<file path="config.mk">
export PLATFORM = sky130hd
export DESIGN_NAME = axil_user_regfile
export DESIGN_NICKNAME = d
export VERILOG_FILES = /design/src/rtl/axil_user_regfile.sv
export SDC_FILE = /design/constraint.sdc
export NUM_CORES = 1
export LEC_CHECK = 0
export BUFFER_PORTS_ARGS = -buffer_cell sky130_fd_sc_hd__buf_2
export CORE_MARGIN = 2
export CORE_UTILIZATION = 32
export CTS_CLUSTER_DIAMETER = 40
export DETAILED_ROUTE_END_ITERATION = 8
export GPL_TIMING_DRIVEN = 0
export PLACE_DENSITY = 0.53
export SYNTH_ARGS = -nofsm -noshare
export SYNTH_HDL_FRONTEND = slang
export SYNTH_SLANG_ARGS = --single-unit
</file>
<file path="constraint.sdc">
create_clock -name ALCLK -period 5.7 [get_ports ALCLK]
set_clock_uncertainty 0.05 [all_clocks]
set_input_delay 0.57 -clock ALCLK [delete_from_list [all_inputs] [get_ports ALCLK]]
set_output_delay 0.57 -clock ALCLK [all_outputs]
set_load 0.01 [all_outputs]
</file>
<file path="src/rtl/axil_user_regfile.sv">
// AXI-Lite user register file: six R/W registers, a write-commit counter
// and a read-accept counter. AW and W land in independent one-entry slots
// and commit together; reads go through a two-state IDLE/RESP FSM.
module axil_user_regfile #(
  parameter int pADDR_WIDTH = 12,
  parameter int pDATA_WIDTH = 32
) (
  input  logic                     ALCLK,
  input  logic                     ARESET,
  input  logic [pADDR_WIDTH-1:0]   awaddr,
  input  logic                     awvalid,
  output logic                     awready,
  input  logic [pDATA_WIDTH-1:0]   wdata,
  input  logic [pDATA_WIDTH/8-1:0] wstrb,
  input  logic                     wvalid,
  output logic                     wready,
  input  logic [pADDR_WIDTH-1:0]   araddr,
  input  logic                     arvalid,
  output logic                     arready,
  output logic [pDATA_WIDTH-1:0]   rdata,
  output logic                     rvalid,
  input  logic                     rready,
  output logic [pDATA_WIDTH-1:0]   cfg_out
);

  localparam int STRB_W = pDATA_WIDTH / 8;
  localparam int NUM_RW = 6;
  localparam logic [pDATA_WIDTH-1:0] ONE = {{(pDATA_WIDTH-1){1'b0}}, 1'b1};

  typedef enum logic {RD_IDLE, RD_RESP} rd_state_e;

  // write slots: only the decoded index and an out-of-range flag are kept
  logic                   aw_full_q, aw_full_d;
  logic [2:0]             aw_idx_q, aw_idx_d;
  logic                   aw_oor_q, aw_oor_d;
  logic                   w_full_q, w_full_d;
  logic [pDATA_WIDTH-1:0] w_data_q, w_data_d;
  logic [STRB_W-1:0]      w_strb_q, w_strb_d;

  logic [pDATA_WIDTH-1:0] regs_q [NUM_RW];
  logic [pDATA_WIDTH-1:0] regs_d [NUM_RW];
  logic [pDATA_WIDTH-1:0] wr_cnt_q, wr_cnt_d;
  logic [pDATA_WIDTH-1:0] rd_cnt_q, rd_cnt_d;

  rd_state_e              rd_state_q, rd_state_d;
  logic [pDATA_WIDTH-1:0] rdata_q, rdata_d;
  logic [pDATA_WIDTH-1:0] rd_val;
  logic                   commit;

  // byte offsets within a word carry no meaning here
  logic unused_addr_lsbs;
  assign unused_addr_lsbs = ^{awaddr[1:0], araddr[1:0]};

  assign commit  = aw_full_q & w_full_q;
  assign awready = ~aw_full_q;
  assign wready  = ~w_full_q;
  assign rdata   = rdata_q;
  assign cfg_out = regs_q[0];

  // slot loading and commit of a buffered write into the register array
  always_comb begin
    aw_full_d = aw_full_q;
    aw_idx_d  = aw_idx_q;
    aw_oor_d  = aw_oor_q;
    w_full_d  = w_full_q;
    w_data_d  = w_data_q;
    w_strb_d  = w_strb_q;
    regs_d    = regs_q;
    wr_cnt_d  = wr_cnt_q;
    if (commit) begin
      aw_full_d = 1'b0;
      w_full_d  = 1'b0;
      wr_cnt_d  = wr_cnt_q + ONE;
      for (int r = 0; r < NUM_RW; r++) begin
        if (!aw_oor_q && aw_idx_q == 3'(r)) begin
          for (int b = 0; b < STRB_W; b++) begin
            if (w_strb_q[b]) regs_d[r][b*8 +: 8] = w_data_q[b*8 +: 8];
          end
        end
      end
    end
    // a full slot never accepts, so loading cannot collide with commit
    if (awvalid && !aw_full_q) begin
      aw_full_d = 1'b1;
      aw_idx_d  = awaddr[4:2];
      aw_oor_d  = |awaddr[pADDR_WIDTH-1:5];
    end
    if (wvalid && !w_full_q) begin
      w_full_d = 1'b1;
      w_data_d = wdata;
      w_strb_d = wstrb;
    end
  end

  // read mux over current (pre-commit) contents; out-of-range reads as zero
  always_comb begin
    rd_val = '0;
    if (~|araddr[pADDR_WIDTH-1:5]) begin
      for (int r = 0; r < NUM_RW; r++) begin
        if (araddr[4:2] == 3'(r)) rd_val = regs_q[r];
      end
      if (araddr[4:2] == 3'd6) rd_val = wr_cnt_q;
      if (araddr[4:2] == 3'd7) rd_val = rd_cnt_q;
    end
  end

  // read FSM next state, response capture and read-accept counting
  always_comb begin
    rd_state_d = rd_state_q;
    rdata_d    = rdata_q;
    rd_cnt_d   = rd_cnt_q;
    arready    = 1'b0;
    rvalid     = 1'b0;
    case (rd_state_q)
      RD_IDLE: begin
        arready = 1'b1;
        if (arvalid) begin
          rdata_d    = rd_val;
          rd_cnt_d   = rd_cnt_q + ONE;
          rd_state_d = RD_RESP;
        end
      end
      RD_RESP: begin
        rvalid = 1'b1;
        if (rready) rd_state_d = RD_IDLE;
      end
      default: rd_state_d = RD_IDLE;
    endcase
  end

  // write-side state: slots, registers, commit counter
  always_ff @(posedge ALCLK) begin
    if (ARESET) begin
      aw_full_q <= 1'b0;
      aw_idx_q  <= '0;
      aw_oor_q  <= 1'b0;
      w_full_q  <= 1'b0;
      w_data_q  <= '0;
      w_strb_q  <= '0;
      wr_cnt_q  <= '0;
      for (int r = 0; r < NUM_RW; r++) regs_q[r] <= '0;
    end else begin
      aw_full_q <= aw_full_d;
      aw_idx_q  <= aw_idx_d;
      aw_oor_q  <= aw_oor_d;
      w_full_q  <= w_full_d;
      w_data_q  <= w_data_d;
      w_strb_q  <= w_strb_d;
      wr_cnt_q  <= wr_cnt_d;
      regs_q    <= regs_d;
    end
  end

  // read-side state: FSM, held response data, accept counter
  always_ff @(posedge ALCLK) begin
    if (ARESET) begin
      rd_state_q <= RD_IDLE;
      rdata_q    <= '0;
      rd_cnt_q   <= '0;
    end else begin
      rd_state_q <= rd_state_d;
      rdata_q    <= rdata_d;
      rd_cnt_q   <= rd_cnt_d;
    end
  end

endmodule
</file>
## Word-level counts from Yosys, hierarchy flattened

Index checks and enable logic that the tools add are counted.

- Bits in registers: 331
- Output and inout bits: 68
- Logic and storage cells: 111

- Mux-type cells: 17
- Add/sub/neg operators: 2
- Reductions and logical operators: 42
- Bitwise logic cells: 4
- Equality and inequality tests: 12

Operators with widths:

| operator | count |
|---|---|
| 32-bit two-way mux | 9 |
| 3-bit AND reduction | 24 |
| 32-bit by 1-bit adder with 32-bit output, second input constant | 2 |
| 3-bit equality test, second input constant | 6 |
| 7-bit OR reduction | 2 |
| 3-bit by 2-bit equality test with 1-bit output, second input constant | 4 |
| 1-bit logical AND | 8 |
| 1-bit two-way mux | 7 |
| 3-bit by 1-bit equality test with 1-bit output, second input constant | 2 |
| 3-bit logical NOT | 2 |
| 2-bit nonzero test | 2 |
| 1-bit logical NOT | 3 |
| 1-bit NOT | 3 |
| 1-bit one-hot mux with 2 select lines | 1 |
| 2-bit AND reduction | 1 |
| 1-bit bitwise AND | 1 |

## Longest topological paths before layout

Gate-level depths: netlist of run 1.

- Word-level depth: 10
- Depth in mapped cells: 7
- Gate-level depth less buffers: 5

## Worst setup path after synthesis of run 1

Ideal clock, no wire load.

- Kind: input to register
- Start point: input araddr[3]
- End point: register rdata_q[29], in the netlist rdata[29]
- Setup time: 0.117 ns
- Stages on the path: 6
- Path buffers: 3
- Setup slack: 3.499 ns
- Data required time: 5.533 ns
- Arrival: 2.034 ns
- Path through: buf_2 clkbuf_1 clkbuf_1 nand3_1 or2_2 a32o_1

- Word-level cells in the longest chain between the ends: 10

RTL lines:

| element | line | RTL |
|---|---|---|
| start, declared | 17 | `input logic [pADDR_WIDTH-1:0] araddr,` |
| 3-bit logical NOT | 100 | `if (araddr[4:2] == 3'(r)) rd_val = regs_q[r];` |
| 32-bit two-way mux (6 in a row) | 100 |  |
| 32-bit two-way mux | 102 | `if (araddr[4:2] == 3'd6) rd_val = wr_cnt_q;` |
| 32-bit two-way mux (*) | 103 | `if (araddr[4:2] == 3'd7) rd_val = rd_cnt_q;` |
| 32-bit two-way mux (*) | 98 | `if (~\|araddr[pADDR_WIDTH-1:5]) begin` |
| end signal, assigned | 162 | `rdata_q <= rdata_d;` |
| end, declared | 46 | `logic [pDATA_WIDTH-1:0] rdata_q, rdata_d;` |

Mark *: on every way between the ends. The rest lies on a longest branch, timed or not.
A chain may end at the register's enable or synchronous reset.

## Final worst setup path of run 1

Same ends and word-level chain as after synthesis.

==> results of run 1 <==
## cell type report
| type | count | area share, % |
|---|---|---|
| inverters | 14 | 0.291 |
| clock buffers | 65 | 7.87 |
| clock inverters | 33 | 2.53 |
| well taps | 600 | 4.15 |
| repair buffers | 130 | 3.65 |
| flip-flops and latches | 331 | 36.7 |
| multi-input cells | 1290 | 40.3 |
| plain buffers | 182 | 4.56 |
## routing by layer
| layer | GRT usage, % | vias up | part of all wire [%] |
|---|---|---|---|
| met4 | 8.65 | 0 | 3.1 |
| met5 | 0 | - | 0 |
| met1 | 31.1 | 6855 | 45 |
| met3 | 3.55 | 102 | 7.0 |
| met2 | 36.5 | 546 | 45 |
| li1 | - | 6839 | - |
## cell usage after synthesis (all sizes together)
master	instances
nand2	371
dfxtp	331
a21oi	268
nand3	211
clkbuf	129
mux2i	62
buf	53
nor2	42
nor2b	40
a32o	32
a211oi	30
o221ai	29
o2bb2ai	29
or4	27
o31ai	25
nand4	16
inv	14
xor2	14
mux2	11
nor4	10
or3	9
and4	8
nor3	8
o21ai	8
and3	7
xnor2	7
or2	4
and2	3
mux4	3
nand2b	3
nor4b	3
o22ai	3
and4b	2
ha	2
nor4bb	2
a311oi	1
## registers in the layout (all words and copies together), names as in the netlist, 3 cells and up
name / count
rd_cnt_q: 32
rdata: 32
regs_q: 160
w_data_q: 32
cfg_out: 32
aw_idx_q: 3
wr_cnt_q: 32
w_strb_q: 4
## worst min path at each step
stage	start	endpoint
6_report	rready	rd_state_q
5_1_grt	rready	rd_state_q
4_1_cts	rready	rd_state_q
3_5_place_dp	regs_q[131]	regs_q[131]
3_3_place_gp	regs_q[156]	regs_q[156]
2_1_floorplan	regs_q[128]	regs_q[128]
## power by group through the flow
stage          Combinational [mW]  Sequential [mW]  Clock (mW)
6_report                    0.351             2.39        3.43
5_1_grt                     0.373             2.39        3.58
4_1_cts                     0.347             2.38        3.47
3_5_place_dp                0.346             2.43           0
3_3_place_gp                0.340             2.43           0
2_1_floorplan               0.192             2.41           0
## logic make-up after synthesis
| logic type | count (synthesis) | synth area share (%) |
|---|---|---|
| simple gates | 766 | 24.4 |
| compound gates | 425 | 17.9 |
| flops | 331 | 44.9 |
| buf+inv | 196 | 5.93 |
| mux | 76 | 5.50 |
| xor+xnor | 21 | 1.25 |
| fa+ha+maj | 2 | 0.169 |
==> flow_summary.json, run 1 <==
{
  "cp.required_ns": 6.13,
  "grt_max_degree": 14,
  "cts_buffer_depth": 3,
  "yosysTopAreaCellShare_pct": 44.9,
  "wire_per_inst_um": 21.1,
  "netlist_top_cells_area": "dfxtp_1 (45%), nand2_1 (9.4%), a21oi_1 (9.1%), nand3_1 (7.1%), mux2i_1 (4.2%)",
  "start_util_pct": 32.5,
  "setup_viol": 0,
  "max_stage_delay_ns": 0.66,
  "rows": 78,
  "boundaryPins": 134,
  "path_buf_inv": 3,
  "diodes": 0,
  "drtIter0Drc": 1181,
  "tightestPinTransition_ns": 1.30,
  "hold_viol_final": 0,
  "pwr-share-comb_pct": 5.7,
  "internal_power_mw": 4.63,
  "cpMostUsedCell": "clkbuf_1",
  "numCtsBuffers": 53,
  "power.density_nw_per_um2": 341,
  "ant_nets": 0,
  "worstPathMaxFanout": 10,
  "drtPass1Iterations": 6,
  "crit_start": "araddr[3]",
  "vias_per_cell": 5.42,
  "power_leakage_nw": 6.27,
  "gp_congestion": 0.915,
  "grt-ovfl-total": 0,
  "reg2reg_slack_ns": 2.87,
  "hold_buffers": 0,
  "yosysSeqAreaShare_pct": 44.9,
  "clkSinkCount": 331,
  "layout_common_cells": "nand2_1 (371), dfxtp_1 (331), a21oi_1 (268), nand3_1 (211), buf_2 (138)",
  "num_vias": 14342,
  "maxCapViolations": 0,
  "syn_nets": 1885,
  "avgSynthCellArea_um2": 8.13,
  "rr_worst_depth": 7,
  "path_clk_slew_ns": 0.06,
  "route.detailed.drc": 0,
  "max_freq_mhz": 350,
  "design.core.area_um2": 45500,
  "max_slew_margin_pct": 13.2,
  "maxSlewViolCount": 0,
  "cts_setup_buffers": 0,
  "port-buffer-count": 128,
  "synth_seq_cells": 331,
  "fin_nets": 2070,
  "setup_slack_ns": 2.85,
  "r2r-start": "aw_full_q",
  "syn_to_final_growth_pct": 22.3,
  "pwr-share-clk_pct": 55.6,
  "whs_ns": 0.131,
  "finalPower_mw": 6.16,
  "drt-total-wl_um": 55700,
  "yosys_warnings": 0,
  "fill_cells": 4743,
  "worstSkewPairLatency_ns": 0.59,
  "chipWidth_um": 219,
  "final_common_cell": "nand2_1",
  "dpl.hpwl_um": 42400,
  "path_class": "input port to flop",
  "utilization_pct": 39.7,
  "place_area_um2": 16200,
  "cts_tree": "built",
  "period_minus_slack_ns": 2.85,
  "path_delay_family": "buffers and inverters",
  "dieArea_um2": 47900,
  "synth_cell_types": 41,
  "place_ws_ns": 2.25,
  "grt_usage_pct": 22.9,
  "ctsResizeCount": 0,
  "die_y_um": 219,
  "synthCells": 1817,
  "multi_input_area_um2": 7280,
  "grt_pass1_vias": 13666,
  "finalSetupTns_ns": 0,
  "grt_pass1_wl_um": 82900,
  "power_switching_share_pct": 24.9,
  "fin_cells": 2645,
  "irDropWorstVdd_mv": 0.214,
  "p_switching_mw": 1.54,
  "cp-start-kind": "input port",
  "r2r_end": "regs_q[53]",
  "post-route-period-util_pct": 50.1,
  "path_cells": "buf_2 -> clkbuf_1 -> clkbuf_1 -> nand3_1 -> or2_2 -> a32o_1",
  "hold_depth": 2,
  "cp_slowest_cell": "clkbuf_1",
  "min_path_type": "input port to flop",
  "critPathArrivalTime_ns": 3.29,
  "seq_area_um2": 6630,
  "antenna_found_initial": 0,
  "root_buffer": "clkbuf_16",
  "end_kind": "flop",
  "h-tree-depth": 2,
  "drive_gt1_share_pct": 14.1,
  "critical_path_depth": 6,
  "p_seq_share_pct": 38.7,
  "status": "completed",
  "place_inst": 2546,
  "rsz0062_at_grt": "false",
  "fin_area_um2": 18100,
  "syn_area_um2": 14800,
  "synth_area_leader_cell": "dfxtp_1",
  "endpoint": "rdata[29]"
}
No activity file was read; power rests on OpenSTA's default activity.
==> inputs of run 2 (changes only) <==
--- a/config.mk
+++ b/config.mk
@@ -5,13 +5,14 @@
 export SDC_FILE = /design/constraint.sdc
 export NUM_CORES = 1
 export LEC_CHECK = 0
+export ABC_AREA = 1
 export BUFFER_PORTS_ARGS = -buffer_cell sky130_fd_sc_hd__buf_2
 export CORE_MARGIN = 2
 export CORE_UTILIZATION = 32
 export CTS_CLUSTER_DIAMETER = 40
 export DETAILED_ROUTE_END_ITERATION = 8
 export GPL_TIMING_DRIVEN = 0
-export PLACE_DENSITY = 0.53
+export PLACE_DENSITY = 0.55
 export SYNTH_ARGS = -nofsm -noshare
 export SYNTH_HDL_FRONTEND = slang
 export SYNTH_SLANG_ARGS = --single-unit
==> constraint.sdc (replaced) <==
create_clock -name ALCLK -period 2.3 [get_ports ALCLK]
set_clock_uncertainty 0.05 [all_clocks]
set_input_delay 0.23 -clock ALCLK [delete_from_list [all_inputs] [get_ports ALCLK]]
set_output_delay 0.23 -clock ALCLK [all_outputs]
set_load 0.01 [all_outputs]
==> run 2 against run 1 <==
Final cell count up 20%. Final area up 7.3%. Die area up 4.5%. Synthesized cell count up 25%. Sequential share of layout area down 2.5 points. Global-route usage down 1.1 points. Core utilization up 0.96 points. Flip-flop and latch count unchanged. Area after synthesis up 4.5%. Register-to-register slack worse by 2.6 ns. Largest power group unchanged.
==> flow_summary.json, run 2 <==
{
  "status": "completed",
  "gp_congestion": 0.906,
  "layout_common_cells": "nor2_1 (592), nand2_1 (347), dfxtp_1 (331), o21ai_0 (240), buf_2 (158)",
  "place_ws_ns": -0.319,
  "synthSimpleGateAreaFrac_pct": 34.1,
  "cp-start-kind": "input port",
  "syn_to_final_growth_pct": 25.5,
  "ys.flop_type": "dfxtp_1",
  "ant_nets": 0,
  "post-route-period-util_pct": 96.2,
  "chipWidth_um": 224,
  "rr_worst_depth": 7,
  "grt-ovfl-total": 0,
  "synth_edf_count": 0,
  "dpl.hpwl_um": 41700,
  "async_reset_ff_share_pct": 0,
  "port-buffer-count": 125,
  "r2r_end": "cfg_out[17]",
  "finalPower_mw": 15.9,
  "period_minus_slack_ns": 2.21,
  "cts_tree": "built",
  "drive_gt1_share_pct": 15.0,
  "vias_per_cell": 4.95,
  "yosys.cell_count.top_type": "nor2_1",
  "setup_slack_ns": 0.0878,
  "muxShareOfSynthArea_pct": 0,
  "drtIter0Drc": 1215,
  "synth-xor-area-share_pct": 0.624,
  "synth_cell_types": 37,
  "largest_reg_flops": 160,
  "power.density_nw_per_um2": 820,
  "syn_nets": 2345,
  "maxSlewViolCount": 0,
  "num_vias": 15690,
  "grt_pass1_vias": 14962,
  "yosysSeqAreaShare_pct": 42.9,
  "synthCells": 2277,
  "end_kind": "flop",
  "grt_pass1_wl_um": 84500,
  "rsz0062_at_grt": "false",
  "clkSinkCount": 331,
  "maxCapViolations": 0,
  "max_freq_mhz": 452,
  "fill_cells": 5004,
  "yosysTopAreaCellShare_pct": 42.9,
  "synth_compound_area_share_pct": 13.9,
  "h-tree-depth": 2,
  "path_class": "input port to flop",
  "start_util_pct": 32.4,
  "power_leakage_nw": 8.20,
  "setup_viol": 0,
  "irDropWorstVdd_mv": 0.612,
  "boundaryPins": 134,
  "synth_area_leader_cell": "dfxtp_1",
  "cts_buffer_depth": 3,
  "design.core.area_um2": 47600,
  "synth_adder_area_share_pct": 0.162,
  "numCtsBuffers": 58,
  "root_buffer": "clkbuf_16",
  "wire_per_inst_um": 17.3,
  "die_y_um": 224,
  "hold_viol_final": 0,
  "tightestPinTransition_ns": 1.11,
  "synth_commonest_cells": "nor2_1 (594), nand2_1 (347), dfxtp_1 (331)",
  "syn_area_um2": 15400,
  "final_common_cell": "nor2_1",
  "min_path_type": "input port to flop",
  "cp.required_ns": 2.75,
  "rows": 80,
  "yosys_warnings": 0,
  "synth_top_family_by_area": "simple AND/OR/NAND/NOR gates",
  "hold_depth": 5,
  "path_clk_slew_ns": 0.05,
  "critPathArrivalTime_ns": 2.66,
  "r2r-start": "w_full_q",
  "finalSetupTns_ns": 0,
  "netlist_top_cells_area": "dfxtp_1 (43%), nor2_1 (14%), nand2_1 (8.4%), o21ai_0 (7.8%), a21oi_1 (4.9%)",
  "max_slew_margin_pct": 25.9,
  "antenna_found_initial": 0,
  "reg2reg_slack_ns": 0.26,
  "route.detailed.drc": 0,
  "regMostFlops": "regs_q",
  "dieArea_um2": 50000,
  "cts_setup_buffers": 0,
  "grt_max_degree": 16,
  "synth_seq_cells": 331,
  "min_from": "arvalid",
  "fin_nets": 2575,
  "min_to": "rd_cnt_q[7]",
  "drt-total-wl_um": 55000,
  "drtPass1Iterations": 5,
  "worstPathMaxFanout": 10,
  "avgSynthCellArea_um2": 6.78,
  "grt_usage_pct": 21.8,
  "worstSkewPairLatency_ns": 0.62
}
==> run 2: report_power, final <==
group | total [mW] | switching, mW | internal, mW
clock | 9.12 | 3.27 | 5.85
combinational | 0.798 | 0.550 | 0.248
sequential | 5.99 | 0.165 | 5.82
==> run 2: how the worst max path moves through the flow <==
stage / startpoint / to / slack, ns / cells after the start
2_1_floorplan: wr_cnt_q[1] / wr_cnt_q[24] / 0.72 / 10
3_3_place_gp: wvalid / w_data_q[10] / -0.32 / 7
3_5_place_dp: w_full_q / w_data_q[10] / -0.32 / 5
4_1_cts: w_full_q / regs_q[40] / 0.19 / 7
5_1_grt: w_full_q / cfg_out[16] / 0.006 / 7
6_report: ARESET / aw_oor_q / 0.09 / 6
==> run 2: cell families after synthesis <==
group           after synthesis
flops                       331
fa+ha+maj                     2
xor+xnor                     11
buf+inv                     297
compound gates              421
simple gates               1215
==> run 2: what timing repair did <==
item / 4_1_cts / 5_1_grt
resized for setup: 2 / 2
setup endpoints to repair: 30 / 2
endpoints found under the hold margin: 43 / 0
pin swaps: 0 / 0
gates cloned: 0 / 0
hold buffers: 45 / 0
==> run 2: cell type report <==
type | instances | area (µm²) | area share [%]
Clock buffer | 70 | 1580 | 8.13
Timing Repair Buffer | 170 | 1080 | 5.55
Tap cell | 615 | 769 | 3.97
Multi-Input combinational cell | 1649 | 7530 | 38.9
Clock inverter | 39 | 505 | 2.61
Sequential cell | 331 | 6630 | 34.2
Buffer | 134 | 676 | 3.49
Antenna cell | 1 | 2.50 | 0.0129
Inverter | 163 | 618 | 3.19
==> run 2: metal layers <==
layer | up-vias | track usage, % | part of all wire [%]
li1 | 7885 | - | -
met1 | 7218 | 28.3 | 45
met2 | 475 | 36.5 | 46
met3 | 112 | 3.33 | 5.6
met4 | 0 | 8.45 | 3.2
met5 | - | 0 | 0
==> run 2: worst max-delay path: stages <==
cell and delay (ns):
clkbuf_1 0.54, clkinv_1 0.46, clkbuf_1 0.51, o21ai_0 0.24, a31oi_1 0.07, dlygate4sd3_1 0.60
==> run 2: through the flow <==
stage	hold WS, ns	instance area, µm²	utilization (%)	cells
2_1_floorplan	0.315	15400	-	2277
3_3_place_gp	0.386	16800	35.3	3017
3_5_place_dp	0.394	16800	35.3	3017
4_1_cts	0.0477	19400	40.7	3171
5_1_grt	0.100	19400	40.7	3171
6_report	0.0656	19400	40.7	3172
==> inputs of run 3 (changes only) <==
--- a/config.mk
+++ b/config.mk
@@ -12,7 +12,8 @@
 export CTS_CLUSTER_DIAMETER = 40
 export DETAILED_ROUTE_END_ITERATION = 8
 export GPL_TIMING_DRIVEN = 0
-export PLACE_DENSITY = 0.55
+export PLACE_DENSITY = 0.54
+export SLEW_MARGIN = 10
 export SYNTH_ARGS = -nofsm -noshare
 export SYNTH_HDL_FRONTEND = slang
 export SYNTH_SLANG_ARGS = --single-unit
==> run 3 against run 2 <==
Hold slack better by 0.025 ns. Flip-flop and latch count stayed put. Sequential power hardly changed. Die area stayed put. Combinational power hardly changed. Final cell count is 0.38% lower. Routed wire length is 0.16% higher. Register-to-register slack worse by 0.02 ns. Count of clock-buffer cells in the layout is 11 lower. Via count is 0.61% lower. Global-route usage hardly changed. Power is 4.8% lower. Critical path type is now flop to flop. Highest routed layer unchanged.
==> flow_summary.json, run 3 (same netlist as run 2, synthesis figures left out) <==
{
  "dpl.hpwl_um": 42100,
  "fin_nets": 2570,
  "max_slew_margin_pct": 34.6,
  "numCtsBuffers": 53,
  "hold_viol_final": 0,
  "drtIter0Drc": 1094,
  "ant_nets": 0,
  "grt_max_degree": 16,
  "irDropWorstVdd_mv": 0.668,
  "drive_gt1_share_pct": 14.7,
  "worstPathMaxFanout": 10,
  "drt-total-wl_um": 55100,
  "max_freq_mhz": 486,
  "worstSkewPairLatency_ns": 0.62,
  "clkSinkCount": 331,
  "end_kind": "flop",
  "post-route-period-util_pct": 89.5,
  "utilization_pct": 40.2,
  "final_common_cell": "nor2_1",
  "h-tree-depth": 2,
  "grt_pass1_vias": 15015,
  "period_minus_slack_ns": 2.06,
  "setup_viol": 0,
  "start_util_pct": 32.4,
  "grt_usage_pct": 21.8,
  "tightestPinTransition_ns": 0.981,
  "antenna_found_initial": 0,
  "vias_per_cell": 4.93,
  "rows": 80,
  "power.density_nw_per_um2": 789,
  "path_class": "flop to flop",
  "cts_tree": "built",
  "boundaryPins": 134,
  "place_area_um2": 16800,
  "cp.required_ns": 2.74,
  "cts_buffer_depth": 3,
  "regMostFlops": "regs_q",
  "fin_cells": 3160,
  "dieArea_um2": 50000,
  "status": "completed",
  "gp_congestion": 0.917,
  "power_leakage_nw": 8.09,
  "layout_common_cells": "nor2_1 (591), nand2_1 (347), dfxtp_1 (331), o21ai_0 (240), buf_2 (158)",
  "chipWidth_um": 224,
  "die_y_um": 224,
  "fin_area_um2": 19200,
  "place_inst": 3017,
  "grt_pass1_wl_um": 84500,
  "finalPower_mw": 15.1,
  "maxSlewViolCount": 0,
  "maxCapViolations": 0,
  "port-buffer-count": 125,
  "syn_to_final_growth_pct": 24.2,
  "design.core.area_um2": 47600,
  "min_path_type": "input port to flop",
  "rsz0062_at_grt": "false",
  "largest_reg_flops": 160,
  "num_vias": 15594,
  "cp-start-kind": "flop",
  "finalSetupTns_ns": 0,
  "route.detailed.drc": 0,
  "drtPass1Iterations": 8,
  "grt-ovfl-total": 0,
  "wire_per_inst_um": 17.4,
  "critPathArrivalTime_ns": 2.50,
  "path_clk_slew_ns": 0.06,
  "root_buffer": "clkbuf_16"
}
[run 3: cell types whose count changed in the layout (fill, tap and decap cells not counted), sizes merged]
cell      delta
clkinv       +6
clkinvlp     +1
inv          -8
clkbuf      -11
[run 3: cell type report]
cell class / count / area, µm²
fill: 5047 / 28500
clock inverter: 38 / 490
tap: 615 / 769
clock buffer: 59 / 1380
multi-input combinational: 1649 / 7540
antenna: 1 / 2.50
inverter: 163 / 618
buffer: 134 / 676
timing repair buffer: 170 / 1080
sequential: 331 / 6630
[run 3: power breakdown]
part | internal [mW] | leakage [nW] | total, mW | switching [mW]
sequential | 5.82 | 2.68 | 5.99 | 0.167
clock | 5.25 | 0.891 | 8.35 | 3.09
combinational | 0.248 | 4.52 | 0.798 | 0.550
total | 11.3 | 8.09 | 15.1 | 3.81
[run 3: path summary, 6_finish.rpt]
path,to,from,slack [ns],depth (start not counted)
max,regs_q[111],w_full_q,0.24,7
min,rd_cnt_q[7],arvalid,0.09,5
min reg2reg,regs_q[111],regs_q[111],0.40,2
max reg2reg,regs_q[111],w_full_q,0.24,7
[run 3: worst max-delay path, stage by stage, from the launching register on]
cell and delay [ns]:
dfxtp_1 0.41, nand2_2 0.17, inv_2 0.25, nand2_2 0.20
nor2_1 0.46, inv_2 0.20, o21ai_1 0.16, a21oi_1 0.05
[run 3: stage by stage]
step / worst slack (ns) / hold slack (ns)
CTS: 0.153 / 0.0693
floorplan: 0.718 / 0.315
detailed placement: -0.374 / 0.394
global route: 0.00564 / 0.117
finish: 0.241 / 0.0903
global placement: -0.322 / 0.386
[run 3: what timing repair did]
| item | in CTS | in global routing |
|---|---|---|
| gates resized for setup | 2 | 3 |
| endpoints found under the hold margin | 43 | 0 |
| setup buffers | 0 | 0 |
| setup endpoints to repair | 30 | 18 |
| cloned | 0 | 0 |
| hold buffers | 45 | 0 |
[run 3: routing by layer]
| metal | part of all wire [%] | track usage [%] | vias up |
|---|---|---|---|
| met1 | 45 | 27.8 | 7193 |
| met3 | 5.9 | 3.95 | 95 |
| met2 | 46 | 36.8 | 453 |
| met4 | 3.0 | 8.09 | 0 |
| li1 | - | - | 7853 |
| met5 | 0 | 0 | - |
